===== config.mk =====
export PLATFORM = sky130hd
export DESIGN_NAME = sr_ff_sequencer
export DESIGN_NICKNAME = d
export VERILOG_FILES = /design/src/rtl/sr_ff_sequencer_pkg.sv /design/src/rtl/sr_ff_cell.sv /design/src/rtl/sr_ff_sequencer.sv
export SDC_FILE = /design/constraint.sdc
export NUM_CORES = 1
export LEC_CHECK = 0
export BUFFER_PORTS_ARGS = -buffer_cell sky130_fd_sc_hd__buf_2
export CAP_MARGIN = 10
export CORE_MARGIN = 10
export CORE_UTILIZATION = 40
export DETAILED_ROUTE_END_ITERATION = 12
export GPL_TIMING_DRIVEN = 0
export SETUP_SLACK_MARGIN = 0.5
export SYNTH_ARGS = -nofsm -noshare
export SYNTH_HDL_FRONTEND = slang
export SYNTH_HIERARCHICAL = 1
export SYNTH_SLANG_ARGS = --single-unit

===== constraint.sdc =====
create_clock -name clk -period 5.85 [get_ports clk]
set_clock_uncertainty 0.15 [all_clocks]
set_input_delay 0.585 -clock clk [delete_from_list [all_inputs] [get_ports clk]]
set_output_delay 0.585 -clock clk [all_outputs]
set_load 0.1 [all_outputs]

===== src/rtl/sr_ff_sequencer_pkg.sv =====
// Purpose : shared types and constants for the SR flip-flop test-pattern sequencer.
// Latency : n/a (types, constants and pure helper functions only).
// Backpressure: n/a.
// Contents: state enum, step encodings, default widths, state-to-drive helpers.
// Macro   : SR_ILLEGAL_STATE_EN (consumed by the sequencer and cell, not here).
package sr_ff_sequencer_pkg;

   localparam int DEFAULT_DWELL_W = 8;
   localparam int DEFAULT_LOOP_W  = 4;

   typedef enum logic [2:0] {
      ST_IDLE,
      ST_SET,
      ST_RST,
      ST_HOLD,
      ST_BOTH,
      ST_DONE
   } state_t;

   typedef enum logic [1:0] {
      STEP_SET  = 2'd0,
      STEP_RST  = 2'd1,
      STEP_HOLD = 2'd2,
      STEP_BOTH = 2'd3
   } step_t;

   // Step code reported on the step output; non-pattern states report SET (0).
   function automatic step_t step_of(input state_t st);
      step_t res;
      case (st)
         ST_RST:  res = STEP_RST;
         ST_HOLD: res = STEP_HOLD;
         ST_BOTH: res = STEP_BOTH;
         default: res = STEP_SET;
      endcase
      return res;
   endfunction

   // {s, r} drive applied to the cell while in a given state.
   function automatic logic [1:0] sr_of(input state_t st);
      logic [1:0] res;
      case (st)
         ST_SET:  res = 2'b10;
         ST_RST:  res = 2'b01;
         ST_BOTH: res = 2'b11;
         default: res = 2'b00;
      endcase
      return res;
   endfunction

endpackage


===== src/rtl/sr_ff_cell.sv =====
// Purpose : clocked SR flip-flop cell driven by the sequencer.
// Latency : q and illegal follow s/r by one clock.
// Backpressure: none; inputs are sampled every cycle.
// Ports   : clk, rst_n (async active-low), s, r in; q, qbar, illegal out.
// Macro   : SR_ILLEGAL_STATE_EN enables the illegal (s=r=1) flag; otherwise it is tied low.
module sr_ff_cell (
   input  logic clk,
   input  logic rst_n,
   input  logic s,
   input  logic r,
   output logic q,
   output logic qbar,
   output logic illegal
);

   // s=r=1 is treated as hold; the condition is only flagged, never resolved.
   always_ff @(posedge clk or negedge rst_n) begin
      if (!rst_n) begin
         q <= 1'b0;
      end else begin
         case ({s, r})
            2'b10:   q <= 1'b1;
            2'b01:   q <= 1'b0;
            default: q <= q;
         endcase
      end
   end

   assign qbar = ~q;

`ifdef SR_ILLEGAL_STATE_EN
   always_ff @(posedge clk or negedge rst_n) begin
      if (!rst_n) begin
         illegal <= 1'b0;
      end else begin
         illegal <= s & r;
      end
   end
`else
   assign illegal = 1'b0;
`endif

endmodule


===== src/rtl/sr_ff_sequencer.sv =====
// Purpose : steps an SR flip-flop cell through SET/RST/HOLD(/BOTH) passes with a per-step dwell.
// Latency : s/r/step/busy update on the edge that accepts start; done pulses one cycle after the last step.
// Backpressure: none; start is only honoured in IDLE and dropped (not queued) otherwise.
// Ports   : clk, rst_n, start, dwell[DWELL_W], loops[LOOP_W] in;
//           s, r, q, qbar, step[2], busy, done, illegal out.
// Macro   : SR_ILLEGAL_STATE_EN adds the BOTH (s=r=1) step as the last step of every pass.
module sr_ff_sequencer
   import sr_ff_sequencer_pkg::*;
#(
   parameter int DWELL_W = DEFAULT_DWELL_W,
   parameter int LOOP_W  = DEFAULT_LOOP_W
) (
   input  logic               clk,
   input  logic               rst_n,
   input  logic               start,
   input  logic [DWELL_W-1:0] dwell,
   input  logic [LOOP_W-1:0]  loops,
   output logic               s,
   output logic               r,
   output logic               q,
   output logic               qbar,
   output logic [1:0]         step,
   output logic               busy,
   output logic               done,
   output logic               illegal
);

   localparam logic [DWELL_W-1:0] DWELL_ONE = DWELL_W'(1);
   localparam logic [LOOP_W-1:0]  LOOP_ONE  = LOOP_W'(1);

   state_t             state;
   state_t             adv_state;
   logic [DWELL_W-1:0] dwell_lat;
   logic [DWELL_W-1:0] dwell_cnt;
   logic [LOOP_W-1:0]  loops_lat;
   logic [LOOP_W-1:0]  pass_cnt;
   logic               step_end;
   logic               pass_more;

   // Both counters start at 1 and stop at the latched (already >= 1) limit,
   // so the all-ones limit is reached without ever wrapping.
   assign step_end  = (dwell_cnt == dwell_lat);
   assign pass_more = (pass_cnt < loops_lat);

   // State taken when the current step's dwell expires.
   always_comb begin
      adv_state = state;
      case (state)
         ST_SET:  adv_state = ST_RST;
         ST_RST:  adv_state = ST_HOLD;
`ifdef SR_ILLEGAL_STATE_EN
         ST_HOLD: adv_state = ST_BOTH;
`else
         ST_HOLD: adv_state = pass_more ? ST_SET : ST_DONE;
`endif
         ST_BOTH: adv_state = pass_more ? ST_SET : ST_DONE;
         default: adv_state = state;
      endcase
   end

   always_ff @(posedge clk or negedge rst_n) begin
      if (!rst_n) begin
         state     <= ST_IDLE;
         s         <= 1'b0;
         r         <= 1'b0;
         step      <= STEP_SET;
         busy      <= 1'b0;
         done      <= 1'b0;
         dwell_lat <= '0;
         dwell_cnt <= '0;
         loops_lat <= '0;
         pass_cnt  <= '0;
      end else begin
         case (state)
            ST_IDLE: begin
               done <= 1'b0;
               if (start) begin
                  state     <= ST_SET;
                  s         <= 1'b1;
                  r         <= 1'b0;
                  step      <= STEP_SET;
                  busy      <= 1'b1;
                  dwell_cnt <= DWELL_ONE;
                  pass_cnt  <= LOOP_ONE;
                  // Zero requests are promoted to one so the compare logic never sees 0.
                  dwell_lat <= (dwell == '0) ? DWELL_ONE : dwell;
                  loops_lat <= (loops == '0) ? LOOP_ONE : loops;
               end
            end
            ST_SET, ST_RST, ST_HOLD, ST_BOTH: begin
               if (step_end) begin
                  state      <= adv_state;
                  {s, r}     <= sr_of(adv_state);
                  step       <= step_of(adv_state);
                  dwell_cnt  <= DWELL_ONE;
                  if (adv_state == ST_SET) begin
                     pass_cnt <= pass_cnt + LOOP_ONE;
                  end
                  if (adv_state == ST_DONE) begin
                     busy <= 1'b0;
                     done <= 1'b1;
                  end
               end else begin
                  dwell_cnt <= dwell_cnt + DWELL_ONE;
               end
            end
            ST_DONE: begin
               state <= ST_IDLE;
               done  <= 1'b0;
            end
            default: begin
               state <= ST_IDLE;
               s     <= 1'b0;
               r     <= 1'b0;
               step  <= STEP_SET;
               busy  <= 1'b0;
               done  <= 1'b0;
            end
         endcase
      end
   end

   sr_ff_cell u_cell (
      .clk     (clk),
      .rst_n   (rst_n),
      .s       (s),
      .r       (r),
      .q       (q),
      .qbar    (qbar),
      .illegal (illegal)
   );

endmodule

==> impl_results.md, run 1 <==
- Wl on met1: 2.06 mm
- Maximum number of pins on one net before global-route repair: 35
- Crit Path Max Fanout: 6
- Net Sw Frac: 0.191
- Status: finished, final reports clean
- Seq pwr share: 0.451
- H-tree levels: 2
- Vias in the first global route: 1530
- Max-slew headroom: 0.503
- Static Leak: 1.09 nW
- Area after DPL: 0.00215 mm^2
- Area of the multi-input gates: 0.00102 mm^2
- Layout cell share with drive strength beyond 1: 0.257
- Worst setup EP type: flop
- Die area: 0.00810 mm^2
- Crit path time final: 2.22 ns
- Hold Crit Class: primary input to async pin
- Clock root buffer: clkbuf_8
- Number of enable flip-flop cells after synthesis: 0
- DR top layer: met4
- Register area share after synthesis: 0.434
- WL/cell: 14.6 um
- Pwr Density: 227 mW/mm^2
- Worst endpoint required time: 5.88 ns
- Post-CTS sizing: 0
- Overall power consumption: 0.000521 W
- Worst setup SP type: flop
- Syn Inst Count: 196
- Worst setup path class: flop to flop
- Post-route insts no fill: 293
- # diodes: 0
- Arr. time, crit path: 2.25 ns
- Slew Viols, Final: 0
- PortBufs: 22
- RePlAce Congestion: 0.803
- Share of total power in the clock network: 0.519
- Hold Buf Count CTS: 0
- Register cell area after layout: 851 um^2
- Post-synth cell types: 55
- Synthesized flop and latch total: 34
- # rows: 25
- Util after Layout: 0.486
- Gr usage total: 0.109
- Synth Flop Type: dfrtp_1
- Post-placement cell count: 285
- Psw: 0.0000996 W
- TritonRoute pass-1 iters: 5
- Syn_area_per_cell: 10.0 um^2
- Clock transition at path regs: 0.07 ns
- Fin. Hold Viols: 0
- Crit share post-route: 0.379
- P&R area growth vs syn: 17.2%
- Logic gate share of total power: 0.030
- Mapped Nets: 217
- Routed wire length: 4.29 mm
- Core area: 0.00472 mm^2
- Metal2 WL: 1.99 mm
- Routed length on met3: 199 um
- Netlist Area Pre-Place: 0.00196 mm^2
- First-pass GRT wire length: 7.42 mm
- Fmax: 451 MHz
- Io pins: 24
- Warning count from the yosys run: 6
- # Max-Cap Violations: 0
- Clock net sink count: 34
- CTS tree: done
- Setup Viol. Count Final: 0
- Via-to-Cell Ratio: 5.38
- CTS buffer count: 5
- Measured slew at the worst slew-check pin: 0.745 ns
- Post-CTS Setup Bufs: 0
- Pint: 0.000421 W
- Vias: 1577
- Final #Nets: 246
- Fin Setup TNS: 0 ns
- Post-DRT Antenna Nets: 0
- VDD IR max: 118 uV
- Async S/R FF share, synth: 1.00
- Layout fillers: 455
- Initial antenna violation count: 0
- DP HPWL: 3.27 mm
- Grt ovf: 0
- DRC Markers: 0
- Clk_lat worst skew: 0.29 ns
- Clk buf depth: 2
- Starting Density: 0.415
- Detailed Route Iter0 Violations: 97
- Die width: 90.0 um
- Final instance area: 0.00230 mm^2
- RSZ-0062 raised after global routing: no
- Slowest CP cell: dfrtp_1
- Critical Path, Cell by Cell: ha_1, a2111oi_4, o21ai_2, and2_1, o32a_2
- Die H: 90.0 um
- Crit-path max cell delay: 0.42 ns
## layout by cell type (no fill, tap or decap), types with 2 or more instances in the layout
cell type,count
nand3_1,7
o2bb2ai_1,2
o21a_1,3
mux2_2,7
nor2_1,14
a21oi_1,11
o211ai_1,2
o21ai_0,9
nand2b_1,2
a311o_1,2
a41oi_1,2
nor4_1,4
bufinv_16,2
xnor2_1,2
nor3_1,8
dfrtp_1,34
clkbuf_1,2
o22ai_1,2
clkbuf_8,6
buf_2,26
ha_1,6
nor2_2,2
a32oi_1,2
a21o_1,2
mux2i_1,4
a22o_1,3
nand2_1,11
inv_1,9
xor2_1,10
a31oi_1,3
## flip-flops by register name (all words and copies together), names as in the netlist
signal     flops
done           1
state          3
u_cell/q       1
s              1
dwell_cnt      8
r              1
step           2
pass_cnt       4
dwell_lat      8
busy           1
loops_lat      4
## metrics by stage
| step | hold WS [ns] | worst slack, ns |
|---|---|---|
| after floorplan | 0.139 | 3.55 |
| after global placement | 0.370 | 3.64 |
| after detailed placement | 0.374 | 3.64 |
| after CTS | 0.239 | 3.62 |
| after global routing | 0.284 | 3.51 |
| final | 0.208 | 3.63 |
## power groups by stage
| stage | Combinational, W | Clock [W] | Sequential (W) |
|---|---|---|---|
| finish | 0.0000154 | 0.000271 | 0.000235 |
| CTS | 0.0000159 | 0.000276 | 0.000235 |
| floorplan | 0.00000491 | 0 | 0.000240 |
| global placement | 0.0000158 | 0 | 0.000239 |
| global route | 0.0000179 | 0.000289 | 0.000235 |
| detailed placement | 0.0000159 | 0 | 0.000239 |
## cell type report
cell class | instances | share of cell area
clock inverters | 2 | 0.0261
flip-flops and latches | 34 | 0.370
well taps | 67 | 0.0365
inverters | 9 | 0.0147
multi-input cells | 143 | 0.444
clock buffers | 6 | 0.0359
repair buffers | 22 | 0.0479
plain buffers | 10 | 0.0240
## cell families after synthesis
| family | synth area share |
|---|---|
| muxes | 0.0606 |
| other | 0.00191 |
| DFF | 0.434 |
| AOI/OAI and AO/OA | 0.190 |
| and+or+nand+nor | 0.177 |
| xor gates and xnor gates | 0.0536 |
| buffers and inverters | 0.0453 |
| adders and majority gates | 0.0383 |
## path summary, 6_finish.rpt
kind | cells after the start | slack, ns | from | end
worst max register to register | 5 | 3.63 | pass_cnt[1]$_DFFE_PN0P_ | pass_cnt[0]$_DFFE_PN0P_
worst min-delay path | 1 | 0.21 | rst_n | loops_lat[0]$_DFFE_PN0P_
worst max-delay path | 5 | 3.63 | pass_cnt[1]$_DFFE_PN0P_ | pass_cnt[0]$_DFFE_PN0P_
max in group asynchronous | 1 | 4.87 | rst_n | dwell_cnt[2]$_DFFE_PN0P_
min in group clk | 3 | 0.36 | loops[1] | loops_lat[1]$_DFFE_PN0P_
worst min register to register | 1 | 0.39 | dwell_lat[4]$_DFFE_PN0P_ | dwell_lat[4]$_DFFE_PN0P_
## metal layers
| metal | GRT usage | vias up |
|---|---|---|
| met1 | 0.136 | 768 |
| met3 | 0.0324 | 6 |
| li1 | - | 766 |
| met2 | 0.176 | 37 |
| met5 | 0 | - |
| met4 | 0.0318 | 0 |
## worst max-delay path, delay by kind of cell, from the launching register on
kind,cells,cell delay (ns)
flip-flops,1,0.42
AO/OA/AOI/OAI,3,0.99
adder cells (fa/ha/maj),1,0.32
AND/OR/NAND/NOR,1,0.23
## Yosys cell counts, types with 3 or more instances
cell type / count / area (um^2)
xor2_1: 10 / 87.6
nand3_1: 7 / 35.0
inv_1: 9 / 33.8
o21a_1: 3 / 22.5
mux2i_1: 4 / 40.0
nor2_1: 14 / 52.6
nor3_1: 8 / 40.0
buf_2: 4 / 20.0
a21oi_1: 11 / 55.1
ha_1: 6 / 75.1
nand2_1: 11 / 41.3
mux2_2: 7 / 78.8
o21ai_0: 9 / 45.0
a31oi_1: 3 / 18.8
dfrtp_1: 34 / 851
a22o_1: 3 / 26.3
nor4_1: 4 / 25.0
(Power assumes the default switching activity.)
==> run 2, diff against run 1 <==
==> constraint.sdc (replaced) <==
create_clock -name clk -period 1.9 [get_ports clk]
set_clock_uncertainty 0.15 [all_clocks]
set_input_delay 0.19 -clock clk [delete_from_list [all_inputs] [get_ports clk]]
set_output_delay 0.19 -clock clk [all_outputs]
set_load 0.1 [all_outputs]
==> impl_results.md, run 2 (same netlist as run 1, synthesis figures left out) <==
- Status: complete, but fails checks
- Failing checks: negative setup slack
- Clock root buffer: clkbuf_8
- Static Leak: 1.31 nW (+20%)
- Net Sw Frac: 0.230 (+0.0386)
- R2r worst-path depth: 6 (+1)
- Arr. time, crit path: 1.96 ns (-0.29 ns)
- H-tree levels: 2 (unchanged)
- Logic gate share of total power: 0.049 (+0.019)
- Reg2reg start: dwell_lat[1]$_DFFE_PN0P_
- # Max-Cap Violations: 0 (unchanged)
- CTS tree: done
- Worst setup path class: flop to flop
- Vias in the first global route: 1760 (+15%)
- Clock net sink count: 34 (unchanged)
- Crit share post-route: 1.02 (+0.642)
- First-pass GRT wire length: 8.66 mm (+17%)
- Layout fillers: 372 (-18%)
- Die H: 90.0 um (unchanged)
- Share of total power in the clock network: 0.417 (-0.102)
- Gr usage total: 0.128 (+0.0194)
- Fin. Hold Viols: 0 (unchanged)
- CP endpoint: step[0]$_DFFE_PN0P_
- DRC Markers: 0 (unchanged)
- Final #Nets: 280 (+14%)
- Die area: 0.00810 mm^2 (unchanged)
- Post-DRT Antenna Nets: 0 (unchanged)
- Crit-path max cell delay: 0.42 ns (about the same)
- Measured slew at the worst slew-check pin: 0.606 ns (-0.140 ns)
- Area after DPL: 0.00231 mm^2 (+7.4%)
- Area of the multi-input gates: 0.00131 mm^2 (+28%)
- Critical path origin: dwell_lat[1]$_DFFE_PN0P_
- Crit Path Max Fanout: 6 (unchanged)
- CTS buffer count: 5 (unchanged)
- TritonRoute pass-1 iters: 4 (-1)
- Clk_lat worst skew: 0.29 ns (about the same)
- Slowest CP cell: dfrtp_1
- RSZ-0062 raised after global routing: yes
- Critical Path, Cell by Cell: xor2_2, nor4_4, nand2_2, buf_6, and3_4, a311o_1
- Post-route setup slack: -0.0409 ns (-3.67 ns)
- Overall power consumption: 0.00135 W (+160%)
- Core area: 0.00472 mm^2 (unchanged)
- P&R area growth vs syn: 49.7%
- Psw: 0.000311 W (+210%)
- Via-to-Cell Ratio: 5.23 (-2.8%)
- Final instance area: 0.00294 mm^2 (+28%)
- Layout cell share with drive strength beyond 1: 0.477 (+0.220)
- Commonest non-fill, non-tap cells in the layout: 30 x dfrtp_1, 28 x buf_4, 15 x buf_2, 9 x nor2_1, 9 x dlygate4sd3_1
- Worst endpoint required time: 1.92 ns (-3.96 ns)
- Register cell area after layout: 858 um^2 (+0.88%)
- Slew Viols, Final: 0 (unchanged)
- Clock transition at path regs: 0.08 ns (about the same)
- Initial antenna violation count: 0 (unchanged)
- Fmax: 515 MHz (+14%)
- Reg-to-reg slack, setup: -0.04 ns (-3.67 ns)
- Starting Density: 0.415 (unchanged)
- Commonest non-fill, non-tap cell in the layout: dfrtp_1
- Grt ovf: 0 (unchanged)
- # rows: 25 (unchanged)
- Routed wire length: 5.31 mm (+24%)
- Vias: 1711 (+8.5%)
- Clk buf depth: 2 (unchanged)
- WL/cell: 16.2 um (+11%)
- Io pins: 24 (unchanged)
- Setup Viol. Count Final: 3 (+3)
- DP HPWL: 3.29 mm (+0.53%)
- Worst setup SP type: flop
- Die width: 90.0 um (unchanged)
- Largest registers: dwell_cnt: 8 flops, dwell_lat: 8 flops
- Hold Crit Class: primary input to flop
- # diodes: 0 (unchanged)
- Max-slew headroom: 0.596 (+0.0931)
- Maximum number of pins on one net before global-route repair: 35 (unchanged)
- VDD IR max: 376 uV (+220%)
- Worst r2r dst: step[0]$_DFFE_PN0P_
- Pwr Density: 461 mW/mm^2 (+100%)
- Worst setup EP type: flop
- Pint: 0.00104 W (+150%)
- PortBufs: 22 (unchanged)
- Seq pwr share: 0.534 (+0.083)
- RePlAce Congestion: 0.797 (-0.67%)
- Crit path time final: 1.94 ns (-0.279 ns)
- Detailed Route Iter0 Violations: 51 (-47%)
[run 2: cell count changes in the layout (fill, tap and decap cells not counted), moves of 5 or more]
cell and delta:
buf_2 -11, buf_4 +27, o21ai_0 -6, mux2_4 +7, dlygate4sd3_1 +9, buf_6 +5
nor2_4 +6, nor2_1 -5, mux2_2 -7
[run 2: power groups by stage]
stage                     clock, W  sequential, W  combinational (W)
after CTS                 0.000570       0.000723          0.0000649
after floorplan                  0       0.000738          0.0000153
final                     0.000564       0.000723          0.0000666
after global routing      0.000609       0.000723          0.0000738
after global placement           0       0.000737          0.0000495
after detailed placement         0       0.000737          0.0000499
[run 2: worst min path at each step]
stage,slack (ns),cells past startpoint,end,start
floorplan,-0.26,0,busy$_DFFE_PN0P_,rst_n
global placement,0.16,1,pass_cnt[1]$_DFFE_PN0P_,rst_n
detailed placement,0.16,1,pass_cnt[1]$_DFFE_PN0P_,rst_n
CTS,0.01,2,dwell_lat[2]$_DFFE_PN0P_,dwell[2]
global route,0.02,2,dwell_lat[1]$_DFFE_PN0P_,dwell[1]
finish,0.01,2,dwell_lat[1]$_DFFE_PN0P_,dwell[1]
[run 2: cell type report]
class | count | share of cell area
multi-input combinational | 143 | 0.445
sequential | 34 | 0.292
timing repair buffer | 56 | 0.156
buffer | 10 | 0.0341
clock buffer | 7 | 0.0294
tap | 67 | 0.0286
inverter | 9 | 0.0128
clock inverter | 1 | 0.00171
[run 2: repair_timing]
action / 4_1_cts / 5_1_grt
hold buffers: 9 / 0
cloned: 1 / 0
setup buffers: 22 / 2
hold endpoints to repair: 42 / 0
setup endpoints to repair: 41 / 36
gates resized for setup: 39 / 24
pin swaps: 17 / 8
[run 2: critical path: cells and delay by family (launching register included)]
kind / cells / cell delay (ns)
AO/OA/AOI/OAI: 1 / 0.26
flip-flops: 1 / 0.42
buffers and inverters: 1 / 0.15
XOR/XNOR: 1 / 0.21
AND/OR/NAND/NOR: 3 / 0.63
[run 2: layer usage]
metal	up-vias	track usage	part of all wire
met5	-	0	0
met4	0	0.0438	0.018
met3	11	0.0299	0.042
met2	49	0.211	0.51
met1	820	0.160	0.43
li1	831	-	-
[run 2: metrics by stage]
stage | setup slack (ns) | hold WS (ns) | instances | util | setup TNS [ns]
after floorplan | -0.0116 | -0.256 | 196 | - | -0.0334
after global placement | -0.169 | 0.155 | 285 | 0.490 | -0.650
after detailed placement | -0.184 | 0.163 | 285 | 0.490 | -0.739
after CTS | -0.0492 | 0.0103 | 325 | 0.597 | -0.0938
after global routing | -0.142 | 0.0168 | 327 | 0.621 | -1.62
final | -0.0409 | 0.0128 | 327 | 0.621 | -0.101
